### src/rtl/rob_commit.sv
// Reorder buffer with in-order retire and failed-branch squash walk.
// Define ROB_PERF_CNT_EN to add retire/flush performance counters.
module rob_commit #(
  parameter int ROB_IDX_W = 5,
  parameter int PR_W      = 5
) (
  input  logic                   clk,
  input  logic                   rst,
  input  logic                   alloc_valid,
  output logic                   alloc_ready,
  input  logic [1:0]             alloc_dest_mask,
  input  logic [7:0]             alloc_arch_regs,
  input  logic [2*PR_W-1:0]      alloc_phys_regs,
  input  logic [2*PR_W-1:0]      alloc_old_phys_regs,
  output logic [ROB_IDX_W-1:0]   alloc_rob_entry,
  input  logic [3*ROB_IDX_W-1:0] ROB_entries_in,
  input  logic                   complete_arith_valid,
  input  logic                   complete_mem_valid,
  input  logic                   complete_term_valid,
  output logic                   complete_term_ready,
  input  logic                   complete_term_failed,
  input  logic [15:0]            term_address,
  output logic                   retire_valid,
  output logic [1:0]             retire_dest_mask,
  output logic [7:0]             retire_arch_regs,
  output logic [2*PR_W-1:0]      retire_phys_regs,
  output logic                   free_valid,
  output logic [1:0]             free_mask,
  output logic [2*PR_W-1:0]      free_phys_regs,
  output logic                   flush_valid,
  output logic [15:0]            flush_addr
`ifdef ROB_PERF_CNT_EN
  ,
  output logic [31:0]            perf_retired,
  output logic [15:0]            perf_flushes
`endif
);

  localparam int DEPTH = 1 << ROB_IDX_W;
  localparam int CNT_W = ROB_IDX_W + 1;

  typedef enum logic {
    S_RUN,
    S_DRAIN
  } state_t;

  state_t state_q, state_d;

  logic [ROB_IDX_W-1:0] head_q, head_d;
  logic [ROB_IDX_W-1:0] tail_q, tail_d;
  logic [CNT_W-1:0]     count_q, count_d;

  logic [DEPTH-1:0] valid_q, valid_d;
  logic [DEPTH-1:0] done_q, done_d;
  logic [DEPTH-1:0] failed_q, failed_d;

  logic [1:0]        mask_q [DEPTH];
  logic [1:0]        mask_d [DEPTH];
  logic [7:0]        arch_q [DEPTH];
  logic [7:0]        arch_d [DEPTH];
  logic [2*PR_W-1:0] phys_q [DEPTH];
  logic [2*PR_W-1:0] phys_d [DEPTH];
  logic [2*PR_W-1:0] old_q  [DEPTH];
  logic [2*PR_W-1:0] old_d  [DEPTH];
  logic [15:0]       addr_q [DEPTH];
  logic [15:0]       addr_d [DEPTH];

  logic [ROB_IDX_W-1:0] idx_a, idx_m, idx_t;
  logic run, ret, flush, full, pop;
  logic drain_walk, alloc_fire;
  logic arith_hit, mem_hit, term_hit;

  assign idx_a = ROB_entries_in[3*ROB_IDX_W-1 -: ROB_IDX_W];
  assign idx_m = ROB_entries_in[2*ROB_IDX_W-1 -: ROB_IDX_W];
  assign idx_t = ROB_entries_in[ROB_IDX_W-1:0];

  assign run        = (state_q == S_RUN);
  assign ret        = run & valid_q[head_q] & done_q[head_q];
  assign flush      = ret & failed_q[head_q];
  assign full       = (count_q == CNT_W'(DEPTH));
  assign drain_walk = (state_q == S_DRAIN) & (count_q != '0);
  assign pop        = ret | drain_walk;
  assign alloc_fire = alloc_valid & alloc_ready;
  assign arith_hit  = run & complete_arith_valid & valid_q[idx_a];
  assign mem_hit    = run & complete_mem_valid & valid_q[idx_m];
  assign term_hit   = run & complete_term_valid & valid_q[idx_t];

  // Handshake and retire/free/flush outputs, all decoded from the head entry
  always_comb begin
    alloc_ready         = run & ~full & ~flush;
    alloc_rob_entry     = tail_q;
    complete_term_ready = run;
    retire_valid        = ret;
    retire_dest_mask    = '0;
    retire_arch_regs    = '0;
    retire_phys_regs    = '0;
    free_valid          = pop & (mask_q[head_q] != 2'b00);
    free_mask           = '0;
    free_phys_regs      = '0;
    flush_valid         = flush;
    flush_addr          = '0;
    if (ret) begin
      retire_dest_mask = mask_q[head_q];
      retire_arch_regs = arch_q[head_q];
      retire_phys_regs = phys_q[head_q];
    end
    if (free_valid) begin
      free_mask      = mask_q[head_q];
      free_phys_regs = ret ? old_q[head_q] : phys_q[head_q];
    end
    if (flush) begin
      flush_addr = addr_q[head_q];
    end
  end

  // Control next state: completions, head pop, tail push, count, FSM
  always_comb begin
    state_d  = state_q;
    head_d   = head_q;
    tail_d   = tail_q;
    count_d  = count_q;
    valid_d  = valid_q;
    done_d   = done_q;
    failed_d = failed_q;
    if (arith_hit) done_d[idx_a] = 1'b1;
    if (mem_hit) done_d[idx_m] = 1'b1;
    if (term_hit) begin
      done_d[idx_t]   = 1'b1;
      failed_d[idx_t] = complete_term_failed;
    end
    if (pop) begin
      valid_d[head_q]  = 1'b0;
      done_d[head_q]   = 1'b0;
      failed_d[head_q] = 1'b0;
      head_d           = head_q + ROB_IDX_W'(1);
    end
    if (alloc_fire) begin
      valid_d[tail_q]  = 1'b1;
      done_d[tail_q]   = 1'b0;
      failed_d[tail_q] = 1'b0;
      tail_d           = tail_q + ROB_IDX_W'(1);
    end
    unique case (1'b1)
      alloc_fire & ~pop: count_d = count_q + CNT_W'(1);
      pop & ~alloc_fire: count_d = count_q - CNT_W'(1);
      default: ;
    endcase
    unique case (state_q)
      S_RUN: begin
        if (flush && count_q != CNT_W'(1)) state_d = S_DRAIN;
      end
      S_DRAIN: begin
        if (count_q <= CNT_W'(1)) state_d = S_RUN;
      end
      default: state_d = S_RUN;
    endcase
  end

  // Entry payload next state: dispatch fields and term redirect address
  always_comb begin
    mask_d = mask_q;
    arch_d = arch_q;
    phys_d = phys_q;
    old_d  = old_q;
    addr_d = addr_q;
    if (alloc_fire) begin
      mask_d[tail_q] = alloc_dest_mask;
      arch_d[tail_q] = alloc_arch_regs;
      phys_d[tail_q] = alloc_phys_regs;
      old_d[tail_q]  = alloc_old_phys_regs;
    end
    if (term_hit) begin
      addr_d[idx_t] = term_address;
    end
  end

  // Control registers with synchronous reset
  always_ff @(posedge clk) begin
    if (rst) begin
      state_q  <= S_RUN;
      head_q   <= '0;
      tail_q   <= '0;
      count_q  <= '0;
      valid_q  <= '0;
      done_q   <= '0;
      failed_q <= '0;
    end else begin
      state_q  <= state_d;
      head_q   <= head_d;
      tail_q   <= tail_d;
      count_q  <= count_d;
      valid_q  <= valid_d;
      done_q   <= done_d;
      failed_q <= failed_d;
    end
  end

  // Payload storage is qualified by valid bits and needs no reset
  always_ff @(posedge clk) begin
    mask_q <= mask_d;
    arch_q <= arch_d;
    phys_q <= phys_d;
    old_q  <= old_d;
    addr_q <= addr_d;
  end

`ifdef ROB_PERF_CNT_EN
  logic [31:0] perf_retired_q, perf_retired_d;
  logic [15:0] perf_flushes_q, perf_flushes_d;

  // Free-running event counters that wrap silently
  always_comb begin
    perf_retired_d = perf_retired_q + 32'(ret);
    perf_flushes_d = perf_flushes_q + 16'(flush);
  end

  // Counter registers cleared by reset
  always_ff @(posedge clk) begin
    if (rst) begin
      perf_retired_q <= '0;
      perf_flushes_q <= '0;
    end else begin
      perf_retired_q <= perf_retired_d;
      perf_flushes_q <= perf_flushes_d;
    end
  end

  assign perf_retired = perf_retired_q;
  assign perf_flushes = perf_flushes_q;
`endif

endmodule

### config.mk
export PLATFORM = sky130hd
export DESIGN_NAME = rob_commit
export DESIGN_NICKNAME = d
export VERILOG_FILES = /design/src/rtl/rob_commit.sv
export SDC_FILE = /design/constraint.sdc
export NUM_CORES = 2
export LEC_CHECK = 0
export CORE_MARGIN = 2
export CORE_UTILIZATION = 40
export CTS_CLUSTER_DIAMETER = 60
export DETAILED_ROUTE_END_ITERATION = 8
export GPL_TIMING_DRIVEN = 0
export HOLD_SLACK_MARGIN = 0.05
export PLACE_DENSITY = 0.64
export SYNTH_ARGS = -nofsm -noshare
export SYNTH_HDL_FRONTEND = slang
export SYNTH_SLANG_ARGS = --single-unit
### constraint.sdc
create_clock -name clk -period 5.6 [get_ports clk]
set_input_delay 1.4 -clock clk [delete_from_list [all_inputs] [get_ports clk]]
set_output_delay 1.4 -clock clk [all_outputs]
set_load 0.01 [all_outputs]
# Word level (Yosys, flattened, before mapping)
# Index checks and enable logic that the tools add are counted.
dict set report classes {
  n_addsub 4
  n_mux 72
  shift 0
  order_cmp 16
  reduce_logical 11
  n_div 0
  bitwise_logic 36
  n_eq_ne 2
  multipliers 0
}
# op count
set op_table {}
lappend op_table {{$bwmux W320} 2}
lappend op_table {{$bwmux W512} 1}
lappend op_table {{$mux W32} 10}
lappend op_table {{$bwmux W256} 1}
lappend op_table {{$and A32 B32 Y32} 5}
lappend op_table {{$or A32 B32 Y32} 4}
lappend op_table {{$bmux W10 S5} 2}
lappend op_table {{$bmux W16 S5} 1}
lappend op_table {{$demux W16 S5} 1}
lappend op_table {{$mux W10} 8}
lappend op_table {{$bwmux W64} 1}
lappend op_table {{$mux W16} 4}
lappend op_table {{$not A32 Y32} 2}
lappend op_table {{$demux W10 S5} 1}
lappend op_table {{$bmux W8 S5} 1}
lappend op_table {{$demux W8 S5} 1}
lappend op_table {{$bwmux W32} 1}
lappend op_table {{$mux W8} 4}
lappend op_table {{$bmux W1 S5} 6}
lappend op_table {{$lt A5 B6 Y1 const B} 5}
lappend op_table {{$demux W1 S5} 5}
lappend op_table {{$ge A5 B1 Y1 const B} 5}
lappend op_table {{$ge A6 B6 Y1 const B} 3}
lappend op_table {{$not A5 Y6} 3}
lappend op_table {{19 further kinds} 64}
dict set report word_totals {
  rom_bits 0
  ram_bits 0
  elab_cells 308
  input_bits 68
  output_inout_bits 58
  memories 0
  ff_bits 1585
  latch_bits 0
}

# Depth between registers and ports, before layout
dict set report depth {
  word_depth 14
  depth_mapped 17
  depth_no_buf 13
}

# Worst setup path before layout
# No wires, ideal clock.
dict set report synth_path {
  path_kind {reg2reg}
  start {register head_q[1]}
  end {register arch_q[32] (netlist name), enable pin}
  path_slack_ps 1204
  arrival_ps 3951
  path_stages_with_launch 12
  setup_ps 445
  synth_period_minus_slack_ps 4396
  n_path_buf 4
  required_ps 5155
  cell_sequence {dfxtp_1 buf_6 buf_6 buf_6 mux2i_1 o22ai_1 nor4_2 o32ai_2 nand4_4 inv_2 buf_6 nor4_2}
}
dict set report synth_via {
  elab_chain_cells 8
  word_cells_on_any_way 12
  cone_classes {6 x mux; 6 x bitwise}
}
# element line_no
set synth_lines {}
lappend synth_lines {{start, declared} 49} ;# logic [ROB_IDX_W-1:0] head_q, head_d;
lappend synth_lines {{start signal, assigned} 181} ;# head_q <= '0;
lappend synth_lines {{start signal, assigned} 189} ;# head_q <= head_d;
lappend synth_lines {{$bmux W1 S5} 78} ;# assign ret = run & valid_q[head_q] & done_q[head_q];
lappend synth_lines {{$mux W1 (not written as such)} 78}
lappend synth_lines {{$and A1 B1 Y1 (2 in a row)} 78}
lappend synth_lines {{$and A1 B1 Y1 *} 79} ;# assign flush = ret & failed_q[head_q];
lappend synth_lines {{$not A1 Y1 *} 90} ;# alloc_ready = run & ~full & ~flush;
lappend synth_lines {{$and A1 B1 Y1 *} 90}
lappend synth_lines {{$and A1 B1 Y1 *} 83} ;# assign alloc_fire = alloc_valid & alloc_ready;
lappend synth_lines {{end signal, assigned} 201} ;# arch_q <= arch_d;
lappend synth_lines {{end, declared} 59} ;# logic [7:0] arch_q [DEPTH];
# Every way passes the cells marked *; elsewhere a longest branch is shown, timed or not. The select of a mux whose other input is x is not followed.
# A chain may end at the register's enable or synchronous reset.

# Final worst setup path
dict set report layout_path {
  start {register head_q[1]}
  end {output free_phys_regs[9]}
}
dict set report layout_via {
  elab_chain_cells 7
  word_cells_on_any_way 21
  cone_classes {15 x mux; 5 x bitwise; 1 x reduce/logical}
}
# element line_no
set layout_lines {}
lappend layout_lines {{$bmux W1 S5 / $not A5 Y6 (equally long branches)} {78, 97, 109}}
lappend layout_lines {{$mux W1 (not written as such) / $bmux W2 S5 (equally long branches)} {78, 97}}
lappend layout_lines {{$and A1 B1 Y1 / $mux W2 (equally long branches) (2 in a row)} {78, 97}}
lappend layout_lines {{$or A1 B1 Y1 / $reduce_bool A2 Y1 (equally long branches)} {82, 97}}
lappend layout_lines {{$and A1 B1 Y1} 97} ;# free_valid = pop & (mask_q[head_q] != 2'b00);
lappend layout_lines {{$mux W10 *} 107} ;# if (free_valid) begin
lappend layout_lines {{end, declared} 29} ;# output logic [2*PR_W-1:0] free_phys_regs,
# Marked as above.

==> key figures <==
Power
  • Worst VDD drop: ~0.28 mV
  • Power, Total: between 0.02 and 0.025 W
  • Pwr/cell area: between 300 and 400 mW/mm^2
  • Lkg Pwr: between 20 and 25 nW

Logic synthesis
  • Cell Area, Synth: about 0.063 sq mm
  • Post-synth EDFFs: between 1,000 and 1,500
  • Portion of netlist area occupied by mux cells: 0.157
  • Ys Warns: 0
  • Post-Syn Instances: 3,163
  • Area share of the largest cell type after synthesis: 0.706
  • Syn Nets: 3,244
  • Area leader, netlist: edfxtp_1
  • Yosys cell types: approximately 70
  • Largest family of logic cells by synthesized area: multiplexers
  • Syn avg cell area: 19.8 sq um
  • Post-Synth XOR/XNOR Area: 0.000980
  • Simple-Gate Fraction of Synth Area: 0.0429
  • Post-synth ARST share: 0
  • Synth Flop Type: edfxtp_1
  • Top cells by area, synth: edfxtp_1 71%, mux4_2 14%, dfxtp_1 3.6%, o22ai_1 2.0%, mux2i_1 1.4%
  • Synth Area in Adders: 0.00260
  • Sequential area share after synthesis: 0.743
  • Yosys reg bits: ~1,600
  • Synth Area in Compound Gates: 0.0359

Layout
  • Ratio of cells with drive above 1 in the final layout: 0.284
  • Multi-input gate area: between 0.015 and 0.02 sq mm
  • Fill count: between 10,000 and 15,000
  • Reg area: roughly 0.046 sq mm
  • Synth-to-layout area growth: 19.2%
  • NumNets Final: about 3,600

Timing
  • Period utilization: 0.993
  • Final Skew: 0.0268 ns
  • Fin. max-slew vios: 0
  • Hold Fails Final Rpt: 0
  • Hold slack: 0.528 ns
  • Final setup TNS: 0 ns
  • Actual slew at the worst max-slew pin: approximately 1.3 ns
  • # setup viols final: 0
  • RSZ-0062 raised after global routing: yes
  • Slew margin rel.: 0.0981
  • Final min period: about 5.6 ns
  • Fmax: 180 MHz

Global route
  • Vias in the first global route: approximately 34,000
  • First-pass GRT wire length: 265 mm
  • Largest net degree at the start of global routing: 34
  • Overall Global Routing Usage: 0.239
  • Total gr overflow: 0
  • Initial antenna violation count: 6

Detailed routing
  • TritonRoute pass-1 iters: 6
  • Final ANT Viol Nets: 0
  • Routed wire length per instance: around 33 um
  • Routed vias/inst: just over 6
  • Initial DRC count: ~4,600
  • Routed wire length: 191 mm
  • DRC: 0
  • Vias: 35,000

Die
  • # IOs: approximately 130
  • Die area: roughly 0.16 sq mm
  • Core Rows: ~150
  • Die X: approximately 400 um
  • Starting Density: 0.401
  • CORE AREA: between 0.15 and 0.2 sq mm
  • Die height: ~400 um

Worst setup path
  • CP Max Fanout: 10
  • Startpoint types: flop
  • Worst R2R Start: head_q[1]
  • Critical path class: reg -> out
  • Critical Path RT: ~4.2 ns
  • R2R cell count: 15
  • Crit path DAT: approximately 4.2 ns
  • Crit. End Element: output pin
  • Worst setup path start: head_q[1]
  • R2r setup slk: 1.10 ns
  • Crit Reg-Reg Endpoint: phys_q[156]

Placement
  • DP Wirelength: approximately 130 mm
  • RD Place Congestion: about 0.94
  • IO buf count: approximately 120

Run status
  • Outcome: finished clean

Clock network
  • CTS tree: done
  • Cts hold-fix bufs: 0
  • CTS root buffer: clkbuf_16
  • Worst skew pair latency: 0.80 ns
  • TritonCTS buffer count: 158
  • Max Root-Sink Buffers: 3
  • Clock sink count: around 1,600
  • Clock-pin transition on the worst setup and hold timing paths: roughly 0.060 ns
  • Max H-tree Level: 4

Worst hold path
  • Hold Path End: valid_q[31]
  • Hold Path Stages: 2
  • Hold wc startpoint: valid_q[31]
  • Hold Path Class: reg -> reg

Flow run
  • Max Cap Viol: 0
## power breakdown
| group | internal, W | total, W | switching [W] |
|---|---|---|---|
| logic | 0.000152 | 0.000522 | 0.000369 |
| registers | 0.0130 | 0.0130 | 0.0000160 |
| clock network | 0.00598 | 0.0105 | 0.00454 |
## registers in the layout, indices dropped and copies added, names as in the netlist
signal and cells:
valid_q 32, addr_q 512, alloc_rob_entry 5, head_q 5, count_q 6, state_q 1, done_q 32, failed_q 32
arch_q 256, phys_q 320, old_q 320, mask_q 64
## cells in the final DEF, fill, tap and decap left out, types with 13 or more instances in the layout
cell type	instances
buf_4	47
clkbuf_2	18
o21ai_0	49
nor2_4	25
inv_1	24
ha_1	13
clkbuf_16	162
nor2_1	85
dfxtp_1	110
edfxtp_1	1472
nor3_2	13
buf_6	77
or3_1	19
nand3b_1	13
nor3_1	24
nor4_4	15
nor4_1	28
mux2i_1	85
buf_12	33
buf_8	34
clkdlybuf4s50_1	107
o22ai_1	170
nand3_1	19
clkbuf_1	73
or4_1	28
and3_1	16
o22ai_2	30
clkinv_1	31
clkinv_2	30
inv_2	23
a21oi_1	28
bufinv_16	14
nor3b_1	54
mux4_2	396
nand2_1	63
## cells in the mapped netlist, types with 5 or more instances
cell type     n
o22ai_1     204
dfxtp_1     113
nor3b_1      55
nor3_1       37
edfxtp_1   1472
nand3b_1     13
or2_2         6
nand4_1       7
ha_1         13
nand3_1      19
buf_6         5
buf_4        19
buf_1        14
a21oi_1      28
mux2i_1      87
nor2_1      121
a22oi_1       7
and3b_1       5
inv_1        46
o2bb2ai_1     6
o21ai_0      50
a211oi_1      6
and3_1       19
buf_2        73
o211ai_1      6
mux4_2      396
or4_1        29
o21a_1        5
nor4_1       45
or3b_2        7
or3_1        20
nand2_1      64
clkbuf_1     87
nor4_2        7
## per-layer routing
metal | part of all wire | global-route usage
met1 | 0.39 | 0.326
met2 | 0.47 | 0.376
met3 | 0.094 | 0.0485
met4 | 0.040 | 0.100
met5 | 0.00033 | 0
## cell type report
type | instances | area share
Clock inverter | 94 | 0.0122
Antenna cell | 2 | 0.0000671
Sequential cell | 1585 | 0.623
Inverter | 49 | 0.00248
Tap cell | 2058 | 0.0345
Buffer | 192 | 0.0225
Multi-Input combinational cell | 1331 | 0.213
Clock buffer | 192 | 0.0560
Timing Repair Buffer | 224 | 0.0367
## critical path, stage by stage (launching register included)
cell and delay, ns:
dfxtp_4 0.41, buf_12 0.17, buf_12 0.18, buf_12 0.18, buf_6 0.20, buf_4 0.26, buf_4 0.28, mux4_2 0.27
o22ai_4 0.11, nor4_4 0.37, mux2i_1 0.15, nor2_2 0.16, clkdlybuf4s50_1 0.56
## kinds of logic (layout without fill, tap and decap cells)
| group | after synthesis | after routing |
|---|---|---|
| compound gates | 352 | 352 |
| xor+xnor | 7 | 7 |
| fa+ha+maj | 13 | 13 |
| buf+inv | 247 | 751 |
| flops | 1585 | 1585 |
| mux | 486 | 486 |
| other cells | 0 | 2 |
| simple gates | 473 | 473 |
## stage by stage
stage / instances / worst slack [ns] / utilization / cell area [sq um]
after floorplan: 3163 / 1.20 / - / 62600
after global placement: 5339 / -3.81 / 0.426 / 66300
after detailed placement: 5422 / -1.18 / 0.436 / 67900
after CTS: 5725 / -0.0142 / 0.477 / 74400
after global routing: 5725 / -0.0388 / 0.479 / 74600
final: 5727 / 0.0407 / 0.479 / 74600
## timing repair
action | 4_1_cts | 5_1_grt
setup endpoints to repair | 52 | 38
buffers inserted | 22 | 1
gates resized for setup | 346 | 51
pin swaps | 23 | 7
## worst max-delay path by stage
| stage | slack, ns | end | depth (start not counted) |
|---|---|---|---|
| after global routing | -0.04 | free_phys_regs[0] | 15 |
| final | 0.04 | free_phys_regs[9] | 12 |
| after detailed placement | -1.18 | free_phys_regs[5] | 9 |
| after floorplan | 1.20 | arch_q[32] | 11 |
| after global placement | -3.81 | phys_q[6] | 10 |
| after CTS | -0.01 | free_phys_regs[9] | 12 |
No activity file was read; power rests on OpenSTA's default activity.
